[config.mk]
export PLATFORM = sky130hd
export DESIGN_NAME = or1200_enc_fsm_flat
export DESIGN_NICKNAME = d
export VERILOG_FILES = /design/src/rtl/or1200_enc_fsm_if.sv /design/src/rtl/or1200_enc_fsm.sv /design/src/flat_wrapper.sv
export SDC_FILE = /design/constraint.sdc
export NUM_CORES = 1
export LEC_CHECK = 0
export BUFFER_PORTS_ARGS = -buffer_cell sky130_fd_sc_hd__buf_2
export CAP_MARGIN = 25
export CORE_MARGIN = 1.5
export CORE_UTILIZATION = 60
export DETAILED_ROUTE_END_ITERATION = 10
export PLACE_DENSITY = 0.88
export RECOVER_POWER = 100
export SLEW_MARGIN = 25
export SYNTH_ARGS = -nofsm -noshare
export SYNTH_HDL_FRONTEND = slang
export SYNTH_SLANG_ARGS = --single-unit
[constraint.sdc]
create_clock -name clk -period 4.7 [get_ports clk]
set_input_delay 0.705 -clock clk [delete_from_list [all_inputs] [get_ports clk]]
set_output_delay 0.705 -clock clk [all_outputs]
set_load 0.03 [all_outputs]
[src/rtl/or1200_enc_fsm_if.sv]
// ---------------------------------------------------------------------------
// Module : or1200_enc_fsm_if
// Cache data-return / decrypted-word bundle between the cache side and the
// encryption control FSM.
// Rev    : 1.0
// ---------------------------------------------------------------------------
`default_nettype none

interface or1200_enc_fsm_if;
  logic        req_i;
  logic [31:0] addr_i;
  logic [31:0] dat_i;
  logic [31:0] key_i;
  logic        key_valid_i;
  logic [31:0] dat_o;
  logic        unstall_o;
  logic        busy_o;
  logic        overrun_o;

  modport master (
    output req_i, addr_i, dat_i, key_i, key_valid_i,
    input  dat_o, unstall_o, busy_o, overrun_o
  );

  modport slave (
    input  req_i, addr_i, dat_i, key_i, key_valid_i,
    output dat_o, unstall_o, busy_o, overrun_o
  );
endinterface

`default_nettype wire

[src/rtl/or1200_enc_fsm.sv]
// ---------------------------------------------------------------------------
// Module : or1200_enc_fsm
// Derives a per-address pad from the session key over ROUNDS rounds, XORs it
// onto the returned cache word and pulses unstall for the ack-delay FSM.
// Rev    : 1.0
// ---------------------------------------------------------------------------
`default_nettype none

module or1200_enc_fsm #(
  parameter int ROUNDS = 4
) (
  input  wire logic        clk,
  input  wire logic        rst,
  or1200_enc_fsm_if.slave  bus
);

  typedef enum logic [1:0] {
    IDLE = 2'd0,
    GEN  = 2'd1,
    DONE = 2'd2
  } state_t;

  localparam logic [3:0] LAST_RND = 4'(ROUNDS);

  state_t      state;
  logic [31:0] pad;
  logic [31:0] data;
  logic [31:0] key;
  logic [3:0]  cnt;
  logic [31:0] dat_out;
  logic        unstall;
  logic        busy;
  logic        overrun;
  logic [31:0] next_pad;

  // One round: rotate left by 5, then add the latched key salted with the round number.
  always_comb begin
    next_pad = {pad[26:0], pad[31:27]} + (key ^ {28'h0, cnt});
  end

  always_ff @(posedge clk) begin
    if (rst) begin
      state   <= IDLE;
      pad     <= 32'h0;
      data    <= 32'h0;
      key     <= 32'h0;
      cnt     <= 4'h0;
      dat_out <= 32'h0;
      unstall <= 1'b0;
      busy    <= 1'b0;
      overrun <= 1'b0;
    end else begin
      if (bus.req_i && state != IDLE) begin
        overrun <= 1'b1;
      end
      case (state)
        IDLE: begin
          if (bus.req_i) begin
            busy <= 1'b1;
            if (bus.key_valid_i) begin
              data  <= bus.dat_i;
              key   <= bus.key_i;
              pad   <= bus.addr_i ^ bus.key_i;
              cnt   <= 4'h1;
              state <= GEN;
            end else begin
              dat_out <= bus.dat_i;
              unstall <= 1'b1;
              state   <= DONE;
            end
          end
        end
        GEN: begin
          pad <= next_pad;
          cnt <= cnt + 4'h1;
          if (cnt == LAST_RND) begin
            dat_out <= data ^ next_pad;
            unstall <= 1'b1;
            state   <= DONE;
          end
        end
        DONE: begin
          unstall <= 1'b0;
          busy    <= 1'b0;
          state   <= IDLE;
        end
        default: begin
          unstall <= 1'b0;
          busy    <= 1'b0;
          state   <= IDLE;
        end
      endcase
    end
  end

  assign bus.dat_o     = dat_out;
  assign bus.unstall_o = unstall;
  assign bus.busy_o    = busy;
  assign bus.overrun_o = overrun;

endmodule

`default_nettype wire

[src/flat_wrapper.sv]
// flat-port wrapper written by rule: the top's interface ports become plain ports
module or1200_enc_fsm_flat 
#(
  parameter int ROUNDS = 4
)
  (clk, rst, bus_req_i, bus_addr_i, bus_dat_i, bus_key_i, bus_key_valid_i, bus_dat_o, bus_unstall_o, bus_busy_o, bus_overrun_o);
  or1200_enc_fsm_if bus_i ();
  input  wire logic clk;
  input  wire logic rst;
  input wire logic [$bits(bus_i.req_i)-1:0] bus_req_i;
  input wire logic [$bits(bus_i.addr_i)-1:0] bus_addr_i;
  input wire logic [$bits(bus_i.dat_i)-1:0] bus_dat_i;
  input wire logic [$bits(bus_i.key_i)-1:0] bus_key_i;
  input wire logic [$bits(bus_i.key_valid_i)-1:0] bus_key_valid_i;
  output wire logic [$bits(bus_i.dat_o)-1:0] bus_dat_o;
  output wire logic [$bits(bus_i.unstall_o)-1:0] bus_unstall_o;
  output wire logic [$bits(bus_i.busy_o)-1:0] bus_busy_o;
  output wire logic [$bits(bus_i.overrun_o)-1:0] bus_overrun_o;
  assign bus_i.req_i = bus_req_i;
  assign bus_i.addr_i = bus_addr_i;
  assign bus_i.dat_i = bus_dat_i;
  assign bus_i.key_i = bus_key_i;
  assign bus_i.key_valid_i = bus_key_valid_i;
  assign bus_dat_o = bus_i.dat_o;
  assign bus_unstall_o = bus_i.unstall_o;
  assign bus_busy_o = bus_i.busy_o;
  assign bus_overrun_o = bus_i.overrun_o;
  or1200_enc_fsm #(.ROUNDS(ROUNDS)) u_core (.clk(clk), .rst(rst), .bus(bus_i));
endmodule
## Yosys cells after proc, flatten, opt, wreduce, memory -nomap -nowiden

Cells that the tools add are included.

- Output and inout port bits: 35
- Bits of input ports: 100
- Register bits: 137
- Logic and storage cells: 51

- Add/sub/neg operators: 2
- Bitwise operators: 4
- Mux-type cells: 20
- Reduce and logical (&&, ||, !) cells: 10
- Eq/ne operators: 6

Operators with widths:

| operator | number |
|---|---|
| 2-to-1 mux 32 bit | 5 |
| case mux 32 bit (2 select lines) | 2 |
| XOR 32 bit | 2 |
| adder 32 bit | 1 |
| XOR 32 x 4 -> 32 bit | 1 |
| AND reduction 3 bit | 3 |
| 2-to-1 mux 4 bit | 2 |
| case mux 4 bit (2 select lines) | 1 |
| 2-to-1 mux 2 bit | 3 |
| != test 2 bit, second input constant | 3 |
| adder 4 x 1 -> 4 bit, second input constant | 1 |
| == test 4 x 3 -> 1 bit, second input constant | 1 |
| 2-to-1 mux 1 bit | 4 |
| case mux 1 bit (2 select lines) | 2 |
| case mux 2 bit (2 select lines) | 1 |
| AND reduction 2 bit | 2 |
| AND reduction 4 bit | 1 |
| nonzero test 2 bit | 2 |
| == test 2 x 1 -> 1 bit, second input constant | 1 |
| logical NOT 2 bit | 1 |
| != test 2 x 1 -> 1 bit, second input constant | 1 |
| logical AND 1 bit | 1 |
| NOT 1 bit | 1 |

## Longest topological paths before layout

Gate-level depths: netlist (run 1).

- Depth in word-level cells: 5
- Mapped depth: 13
- Gate-level depth less buffers: 13

## Worst setup path after synthesis (run 1)

Ideal clock, no wire load.

- Path kind: register to register
- From: reg u_core.cnt[0]
- To: reg u_core.dat_out[24] (netlist: u_core.bus.dat_o[24])
- Stages on the path, launching flop included: 14
- Library setup time: 0.123 ns
- Data arrival time: 2.592 ns
- Data required time: 4.577 ns
- Period minus slack after synthesis: 2.715 ns
- Slack: 1.985 ns
- Path buffers: 0
- Cell sequence: dfxtp_1 -> xor2_1 -> ha_1 -> inv_1 -> fa_1 -> nor2b_1 -> o2111ai_1 -> a31oi_1 -> o21ai_2 -> o31ai_4 -> a21boi_2 -> xnor2_1 -> xnor2_1 -> o21ai_1

- Cells in the longest elaborated chain, start to end: 5
- Elaborated cells on any way between the ends: 8
- Those cells by class: add/sub: 1; eq/ne: 2; mux: 2; bitwise: 2; reduce/logical: 1

RTL lines:

| item | line | text |
|---|---|---|
| from (decl) | or1200_enc_fsm.sv:29 | `logic [3:0] cnt;` |
| from (signal assigned) | or1200_enc_fsm.sv:75 | `cnt <= cnt + 4'h1;` |
| XOR 32 x 4 -> 32 bit | or1200_enc_fsm.sv:38 | `next_pad = {pad[26:0], pad[31:27]} + (key ^ {28'h0, cnt});` |
| adder 32 bit | or1200_enc_fsm.sv:38 |  |
| XOR 32 bit | or1200_enc_fsm.sv:77 | `dat_out <= data ^ next_pad;` |
| 2-to-1 mux 32 bit | or1200_enc_fsm.sv:76 | `if (cnt == LAST_RND) begin` |
| case mux 32 bit (2 select lines) | or1200_enc_fsm.sv:56 | `case (state)` |
| to (signal assigned) | or1200_enc_fsm.sv:67 | `dat_out <= bus.dat_i;` |
| to (signal assigned) | or1200_enc_fsm.sv:77 |  |
| to (decl) | or1200_enc_fsm.sv:30 | `logic [31:0] dat_out;` |

Parallel ways exist; a longest one is shown, timed or not. The select of a mux whose other input is x is not followed.
A chain may end at the register's enable or synchronous reset.

## Worst setup path after layout (run 1)

- From: reg u_core.state[0]
- To: reg u_core.dat_out[17] (netlist: u_core.bus.dat_o[17])

- Cells in the longest elaborated chain, start to end: 3
- Elaborated cells on any way between the ends: 8
- Those cells by class: eq/ne: 4; mux: 1; reduce/logical: 3

RTL lines:

| item | line | text |
|---|---|---|
| from (decl) | or1200_enc_fsm.sv:25 | `state_t state;` |
| from (signal assigned) | or1200_enc_fsm.sv:43 | `state <= IDLE;` |
| from (signal assigned) | or1200_enc_fsm.sv:65 | `state <= GEN;` |
| from (signal assigned) | or1200_enc_fsm.sv:69 | `state <= DONE;` |
| == test 2 x 1 -> 1 bit or logical NOT 2 bit (tied branches) | or1200_enc_fsm.sv:56 |  |
| != test 2 x 1 -> 1 bit (no source line) (tied with other cells) | -- |  |
| AND reduction 4 bit (no source line) | -- |  |

Parallel ways exist; a longest one is shown, timed or not.

==> summary.txt, run 1 <==
Worst hold path
  • Worst hold path class: flip-flop to flip-flop

Detailed routing
  • Number of remaining DRC errors: 0
  • Via count: 7446
  • Mean routed wirelength per cell: 17.4 um
  • DR iter-0 viols: 815
  • First drt pass iteration count: 5
  • Antenna Nets Post-Route: 0
  • Final wirelength: 21.7 mm
  • Via-per-instance ratio: 5.94

Pwr
  • Sw Share: 31.1%
  • Combinational share of power: 19.8%
  • Power density over the cells: 365 nW/um^2
  • Lkg Pwr: 3.69 nW
  • P_int: 2.23 mW
  • Sequential power share: 40.2%
  • Total net switching power: 1.00 mW
  • Clock power share: 40.1%
  • Worst VDD drop: 304 uV

CTS
  • Root Buffer Master: clkbuf_16
  • Worst-path clk slew: 60 ps
  • Sink Count: 137
  • CTS tree: done
  • Cts hold-fix bufs: 0
  • CTS HTree Levels: 4
  • Setup bufs post-CTS: 0
  • Clock Latency Late Sink: 430 ps
  • Post-CTS Resized: 0
  • Max Root-Sink Buffers: 2
  • Num CTS Buffers: 17

Worst setup path
  • Worst setup path end: u_core.bus.dat_o[17]
  • Crit path DAT: 4090 ps
  • WP data required: 5010 ps
  • Worst Setup SP: u_core.state[0]
  • Worst-path maximum fanout: 23
  • Kind of critical path: flip-flop to flip-flop
  • CP endpoint kind: flip-flop
  • CP startpoint kind: flip-flop
  • R2R depth: 7
  • R2R setup slack: 920 ps
  • R2r endpoint: u_core.bus.dat_o[17]
  • Reg-to-Reg Start: u_core.state[0]

Cells and area
  • Share of layout cells above drive strength 1: 14.4%
  • Fin cells: 1253
  • Post-layout nets: 1202
  • Ant. Diodes: 0
  • Fin area: 8860 um^2
  • Syn-to-layout area delta: 15.9%
  • Fillers: 1019

Synth
  • Post-synthesis register bit count: 137
  • Synth Net Count: 1103
  • Synth cell types: 64
  • Post-Synthesis Cells: 969
  • Synth top area cells: dfxtp_1, nand2_1, a21oi_1, xnor2_1, ha_1
  • Synth cell count leaders: nand2_1, dfxtp_1, a21oi_1
  • Ys flop type: dfxtp_1
  • Async set-or-reset flop fraction in the synthesized netlist: 0%
  • Post-synth top area cell: dfxtp_1
  • Yosys warnings: 0
  • Post-synthesis cell area: 7650 um^2
  • Syn Area/Cell: 7.89 um^2
  • Number of synthesized flops with an enable pin: 0
  • Most common cell in the netlist: nand2_1
  • Share of the synthesized area in the top cell type: 35.9%
  • Register area share after synthesis: 35.9%

Global routing
  • Global route total overflow: 0
  • GRT Overall Usage: 33.0%
  • Vias in the first global route: 7001
  • Global-route wire length before repair: 34.4 mm
  • Largest net degree at the start of global routing: 63
  • Initial antenna violation count: 0

Placed design
  • Placed inst area: 8380 um^2
  • HPWL after DPL: 15.5 mm
  • Routability cong.: 0.953
  • Placed Cells: 1221
  • PortBufs: 134

STA
  • RSZ-0062 raised after global routing: false
  • Slew HR: -65.9%
  • Worst-margin pin slew: 2490 ps
  • Max Clock Freq: 265 MHz
  • Fin. Hold Viols: 0
  • TNS Setup: 0 ps
  • Pins over their slew limit: 59
  • Final setup fails: 0
  • Period utilization: 80.4%
  • Tmin final: 3780 ps
  • Clock Skew: 10.7 ps

Die
  • Die area: 13400 um^2
  • Die X: 116 um
  • Row count: 41
  • Initial core utilization: 61.1%
  • Chip Height: 116 um
  • Core region area: 12500 um^2
  • I/O pin count: 135

Run
  • Max-Cap Viols: 1

Outcome
  • Status: finished with violations
  • Failing checks: max-capacitance violations, max-slew violations
[power groups by stage]
stage	clock [mW]	combinational, mW	sequential (mW)
detailed placement	0	0.635	1.32
floorplan	0	0.406	1.34
global placement	0	0.622	1.32
global route	1.35	0.694	1.30
CTS	1.30	0.643	1.30
finish	1.29	0.639	1.30
[per-layer routing]
layer,up-vias,wire length [um],track usage [%]
li1,3564,-,-
met1,3504,8930,39.9
met2,309,10600,55.3
met3,69,1230,6.17
met4,0,1000,18.4
met5,-,0,0
[placed cells by master, fill, tap and decap left out, types with 4 or more instances in the layout]
| master | n |
|---|---|
| nand2_1 | 187 |
| dfxtp_1 | 137 |
| a21oi_1 | 131 |
| buf_2 | 98 |
| nor2_1 | 80 |
| xnor2_1 | 54 |
| xor2_1 | 42 |
| clkbuf_1 | 40 |
| ha_1 | 33 |
| o21ai_0 | 32 |
| inv_1 | 21 |
| a211oi_1 | 20 |
| o221ai_1 | 17 |
| clkbuf_16 | 17 |
| a21o_1 | 14 |
| nand3_1 | 12 |
| a221oi_1 | 10 |
| nor3_1 | 8 |
| nand4_1 | 8 |
| nor2b_1 | 7 |
| o21a_1 | 6 |
| a22oi_1 | 6 |
| a31oi_1 | 6 |
| a21oi_2 | 5 |
| o21ai_1 | 5 |
| o21bai_1 | 5 |
| o211ai_1 | 4 |
| o22ai_1 | 4 |
| inv_6 | 4 |
| clkinv_2 | 4 |
[worst max-delay path, stage by stage (launching register included)]
cell	delay, ps
dfxtp_1	860
clkbuf_1	690
o32ai_1	270
nor2_1	140
clkbuf_1	520
nor2_1	400
clkbuf_1	350
a221o_1	400
[worst min-delay path by stage]
stage,from,end,slack [ps],depth (start not counted)
after floorplan,u_core.data[19],u_core.data[19],440,2
after detailed placement,u_core.bus.dat_o[29],u_core.bus.dat_o[29],430,2
final,u_core.bus.dat_o[21],u_core.bus.dat_o[21],440,2
after CTS,u_core.bus.dat_o[29],u_core.bus.dat_o[29],440,2
after global routing,u_core.bus.dat_o[29],u_core.bus.dat_o[29],460,2
after global placement,u_core.bus.dat_o[29],u_core.bus.dat_o[29],420,2
[metrics by stage]
| step | hold WS [ps] | setup slack (ps) | utilization [%] | power [mW] |
|---|---|---|---|---|
| floorplan | 437 | 1990 | - | 1.75 |
| global placement | 425 | 1700 | 66.9 | 1.94 |
| detailed placement | 429 | 1450 | 67.0 | 1.95 |
| CTS | 437 | 1440 | 71.5 | 3.23 |
| global route | 460 | 630 | 70.8 | 3.35 |
| finish | 439 | 922 | 70.8 | 3.23 |
[area by class of cell]
cell class | count | area, um^2 | area share, %
multi-input cells | 746 | 4550 | 51.4
well taps | 172 | 215 | 2.43
flip-flops and latches | 137 | 2740 | 31.0
clock buffers | 19 | 453 | 5.11
inverters | 21 | 78.8 | 0.890
repair buffers | 145 | 698 | 7.88
clock inverters | 13 | 118 | 1.33
[kinds of logic (layout without fill, tap and decap cells)]
group           Yosys count  in the layout  share of synthesized area [%]
simple gates            326            326                           17.9
compound gates          286            286                           23.9
fa+ha+maj                34             34                           5.66
mux                       1              1                          0.131
buf+inv                  86            198                           4.58
flops                   137            137                           35.9
xor+xnor                 99             99                           11.9
[flip-flops by register name (all words and copies together) (netlist names)]
name and cells:
u_core.bus.overrun_o 1, u_core.bus.unstall_o 1, u_core.state 2, u_core.pad 32, u_core.key 32, u_core.bus.busy_o 1
u_core.cnt 4, u_core.bus.dat_o 32, u_core.data 32
No activity file was read; power rests on OpenSTA's default activity.
==> inputs of run 2 (changes only) <==
--- a/config.mk
+++ b/config.mk
@@ -8,9 +8,9 @@
 export BUFFER_PORTS_ARGS = -buffer_cell sky130_fd_sc_hd__buf_2
 export CAP_MARGIN = 25
 export CORE_MARGIN = 1.5
-export CORE_UTILIZATION = 60
+export CORE_UTILIZATION = 51
 export DETAILED_ROUTE_END_ITERATION = 10
-export PLACE_DENSITY = 0.88
+export PLACE_DENSITY = 0.8
 export RECOVER_POWER = 100
 export SLEW_MARGIN = 25
 export SYNTH_ARGS = -nofsm -noshare
==> constraint.sdc (replaced) <==
create_clock -name clk -period 3.06 [get_ports clk]
set_input_delay 0.459 -clock clk [delete_from_list [all_inputs] [get_ports clk]]
set_output_delay 0.459 -clock clk [all_outputs]
set_load 0.03 [all_outputs]
==> summary.txt, run 2 (synthesis gave the netlist of run 1 again) <==
Outcome
  • Status: completed

Cells and area
  • Post-layout nets: 1216 (+1.2%)
  • Final Util: 62.2% (-8.6 points)
  • Syn-to-layout area delta: 18.7%
  • Share of layout cells above drive strength 1: 16.3% (+1.9 points)
  • Commonest non-fill, non-tap cell in the layout: nand2_1
  • Most frequent cells in the layout: nand2_1, dfxtp_1, a21oi_1, buf_2, nor2_1
  • Fin area: 9070 um^2 (+2.4%)
  • Ant. Diodes: 0 (unchanged)
  • Fillers: 1312 (+29%)

STA
  • TNS Setup: 0 ps (unchanged)
  • Max Clock Freq: 348 MHz (+31%)
  • Fin. Hold Viols: 0 (unchanged)
  • Final setup fails: 0 (unchanged)
  • RSZ-0062 raised after global routing: false
  • Clock Skew: 8.65 ps (-2.01 ps)
  • Worst-margin pin slew: 1080 ps (-1410 ps)
  • Pins over their slew limit: 0 (-100%)
  • Period utilization: 94.0% (+14 points)
  • PnR worst setup slack: 182 ps (-739 ps)
  • Slew HR: 27.7% (+94 points)
  • Tmin final: 2880 ps (-901 ps)

CTS
  • CTS HTree Levels: 4 (unchanged)
  • Sink Count: 137 (unchanged)
  • Max Root-Sink Buffers: 2 (unchanged)
  • Num CTS Buffers: 17 (unchanged)
  • Cts hold-fix bufs: 0 (unchanged)
  • Root Buffer Master: clkbuf_16
  • Worst-path clk slew: 60 ps (about the same)
  • Clock Latency Late Sink: 430 ps (about the same)
  • CTS tree: done

Detailed routing
  • First drt pass iteration count: 7 (+2)
  • Via count: 7473 (+0.36%)
  • Number of remaining DRC errors: 0 (unchanged)
  • Final wirelength: 22.2 mm (+2.2%)
  • DR iter-0 viols: 692 (-15%)
  • Antenna Nets Post-Route: 0 (unchanged)
  • Via-per-instance ratio: 5.84 (-1.7%)
  • Mean routed wirelength per cell: 17.4 um (about the same)

Global routing
  • Largest net degree at the start of global routing: 70 (+11%)
  • Global-route wire length before repair: 35.8 mm (+4.1%)
  • Global route total overflow: 0 (unchanged)
  • Initial antenna violation count: 0 (unchanged)
  • Vias in the first global route: 7070 (+0.99%)
  • GRT Overall Usage: 28.4% (-4.5 points)

Worst setup path
  • WP data required: 3440 ps (-1570 ps)
  • Worst setup path end: u_core.bus.dat_o[31]
  • Worst-path maximum fanout: 17 (-26%)
  • Crit path DAT: 3250 ps (-840 ps)
  • CP endpoint kind: flip-flop
  • Reg-to-Reg Start: u_core.cnt[0]
  • R2R depth: 11 (+4)
  • Kind of critical path: flip-flop to flip-flop
  • Worst Setup SP: u_core.cnt[0]
  • R2r endpoint: u_core.bus.dat_o[31]
  • Max incr delay on CP: 560 ps (-300 ps)
  • CP max-delay cell: nor3_1
  • CP Cell Sequence: clkbuf_1 > inv_1 > ha_1 > nand2_1 > nor3b_1 > a21oi_1 > nor3_1 > buf_2 > o21ai_0 > or3_1 > nand3_1
  • R2R setup slack: 180 ps (-740 ps)
  • CP startpoint kind: flip-flop
  • CP Buf/Inv Count: 3 (unchanged)
  • Top delay family on crit path: simple AND/OR/NAND/NOR gates
  • Cell count along the critical path: 11 (+4)

Pwr
  • P_int: 3.58 mW (+61%)
  • Sw Share: 29.9% (-1.2 points)
  • Total net switching power: 1.53 mW (+52%)
  • Combinational share of power: 19.7% (about the same)
  • Sequential power share: 38.9% (-1.3 points)
  • Total power: 5.10 mW (+58%)
  • Clock power share: 41.4% (+1.3 points)
  • Worst VDD drop: 419 uV (+38%)
  • Power density over the cells: 563 nW/um^2 (+54%)
  • Lkg Pwr: 3.78 nW (+2.6%)

Placed design
  • Setup WS pre-CTS: 75.6 ps (-1370 ps)
  • PortBufs: 134 (unchanged)
  • Routability cong.: 0.945 (-0.80%)
  • Placed inst area: 8480 um^2 (+1.2%)
  • HPWL after DPL: 15.9 mm (+2.4%)

Die
  • Row count: 44 (+7.3%)
  • Core region area: 14600 um^2 (+17%)
  • I/O pin count: 135 (unchanged)
  • Chip Height: 125 um (+8.2%)
  • Die X: 125 um (+8.2%)
  • Initial core utilization: 52.4% (-8.7 points)
  • Die area: 15700 um^2 (+17%)

Worst hold path
  • Worst hold path class: input port to flip-flop

Run
  • Max-Cap Viols: 0 (-1)
run 2: cell types whose count changed in the layout (fill, tap and decap cells not counted), moves of 2 or more:
cell | before | now
buf_4 | 3 | 17
dfxtp_2 | 0 | 2
clkinv_2 | 4 | 1
inv_6 | 4 | 0
dfxtp_1 | 137 | 135
nor2b_1 | 7 | 5
clkbuf_8 | 2 | 5
o21ai_0 | 32 | 30
run 2: power groups by stage:
stage / clock network, mW / registers [mW] / logic (mW)
finish: 2.11 / 1.99 / 1.01
global placement: 0 / 2.02 / 0.987
detailed placement: 0 / 2.02 / 0.998
floorplan: 0 / 2.06 / 0.623
global route: 2.20 / 2.00 / 1.10
CTS: 2.11 / 1.98 / 1.01
run 2: through the flow:
stage | hold WS (ps) | instances
finish | 274 | 1279
global route | 282 | 1279
CTS | 273 | 1277
detailed placement | 429 | 1245
global placement | 427 | 1245
floorplan | 437 | 969
run 2: final cells by class:
cell class,instances,area (um^2),area share [%]
tap,184,230,2.54
clock inverter,9,114,1.25
multi-input combinational,746,4600,50.7
sequential,137,2750,30.3
inverter,21,78.8,0.869
timing repair buffer,159,806,8.88
clock buffer,23,498,5.49
run 2: metal layers:
metal | up-vias | track usage (%) | wire (um)
met5 | - | 0 | 0
met1 | 3537 | 34.8 | 9440
li1 | 3600 | - | -
met2 | 272 | 47.7 | 10600
met3 | 64 | 5.31 | 1160
met4 | 0 | 14.5 | 990
run 2: repair_timing:
| item | in CTS | in global routing |
|---|---|---|
| resized for setup | 0 | 12 |
| endpoints found under the setup margin | 0 | 17 |
| buffers inserted | 0 | 2 |
run 2: worst min path at each step:
stage	start	to	slack, ps	cells past startpoint
floorplan	u_core.data[19]	u_core.data[19]	440	2
global placement	u_core.bus.dat_o[29]	u_core.bus.dat_o[29]	430	2
detailed placement	u_core.bus.dat_o[22]	u_core.bus.dat_o[22]	430	2
CTS	bus_dat_i[5]	u_core.data[5]	270	3
global route	bus_dat_i[31]	u_core.data[31]	280	3
finish	bus_dat_i[31]	u_core.data[31]	270	3
run 2: worst register-to-register path, delay by kind of cell (launching register included):
kind                       cells  cell delay, ps
AOI/OAI and AO/OA              2             290
adders and majority gates      1             130
buffers and inverters          3             660
DFF                            1             320
and+or+nand+nor                5            1430
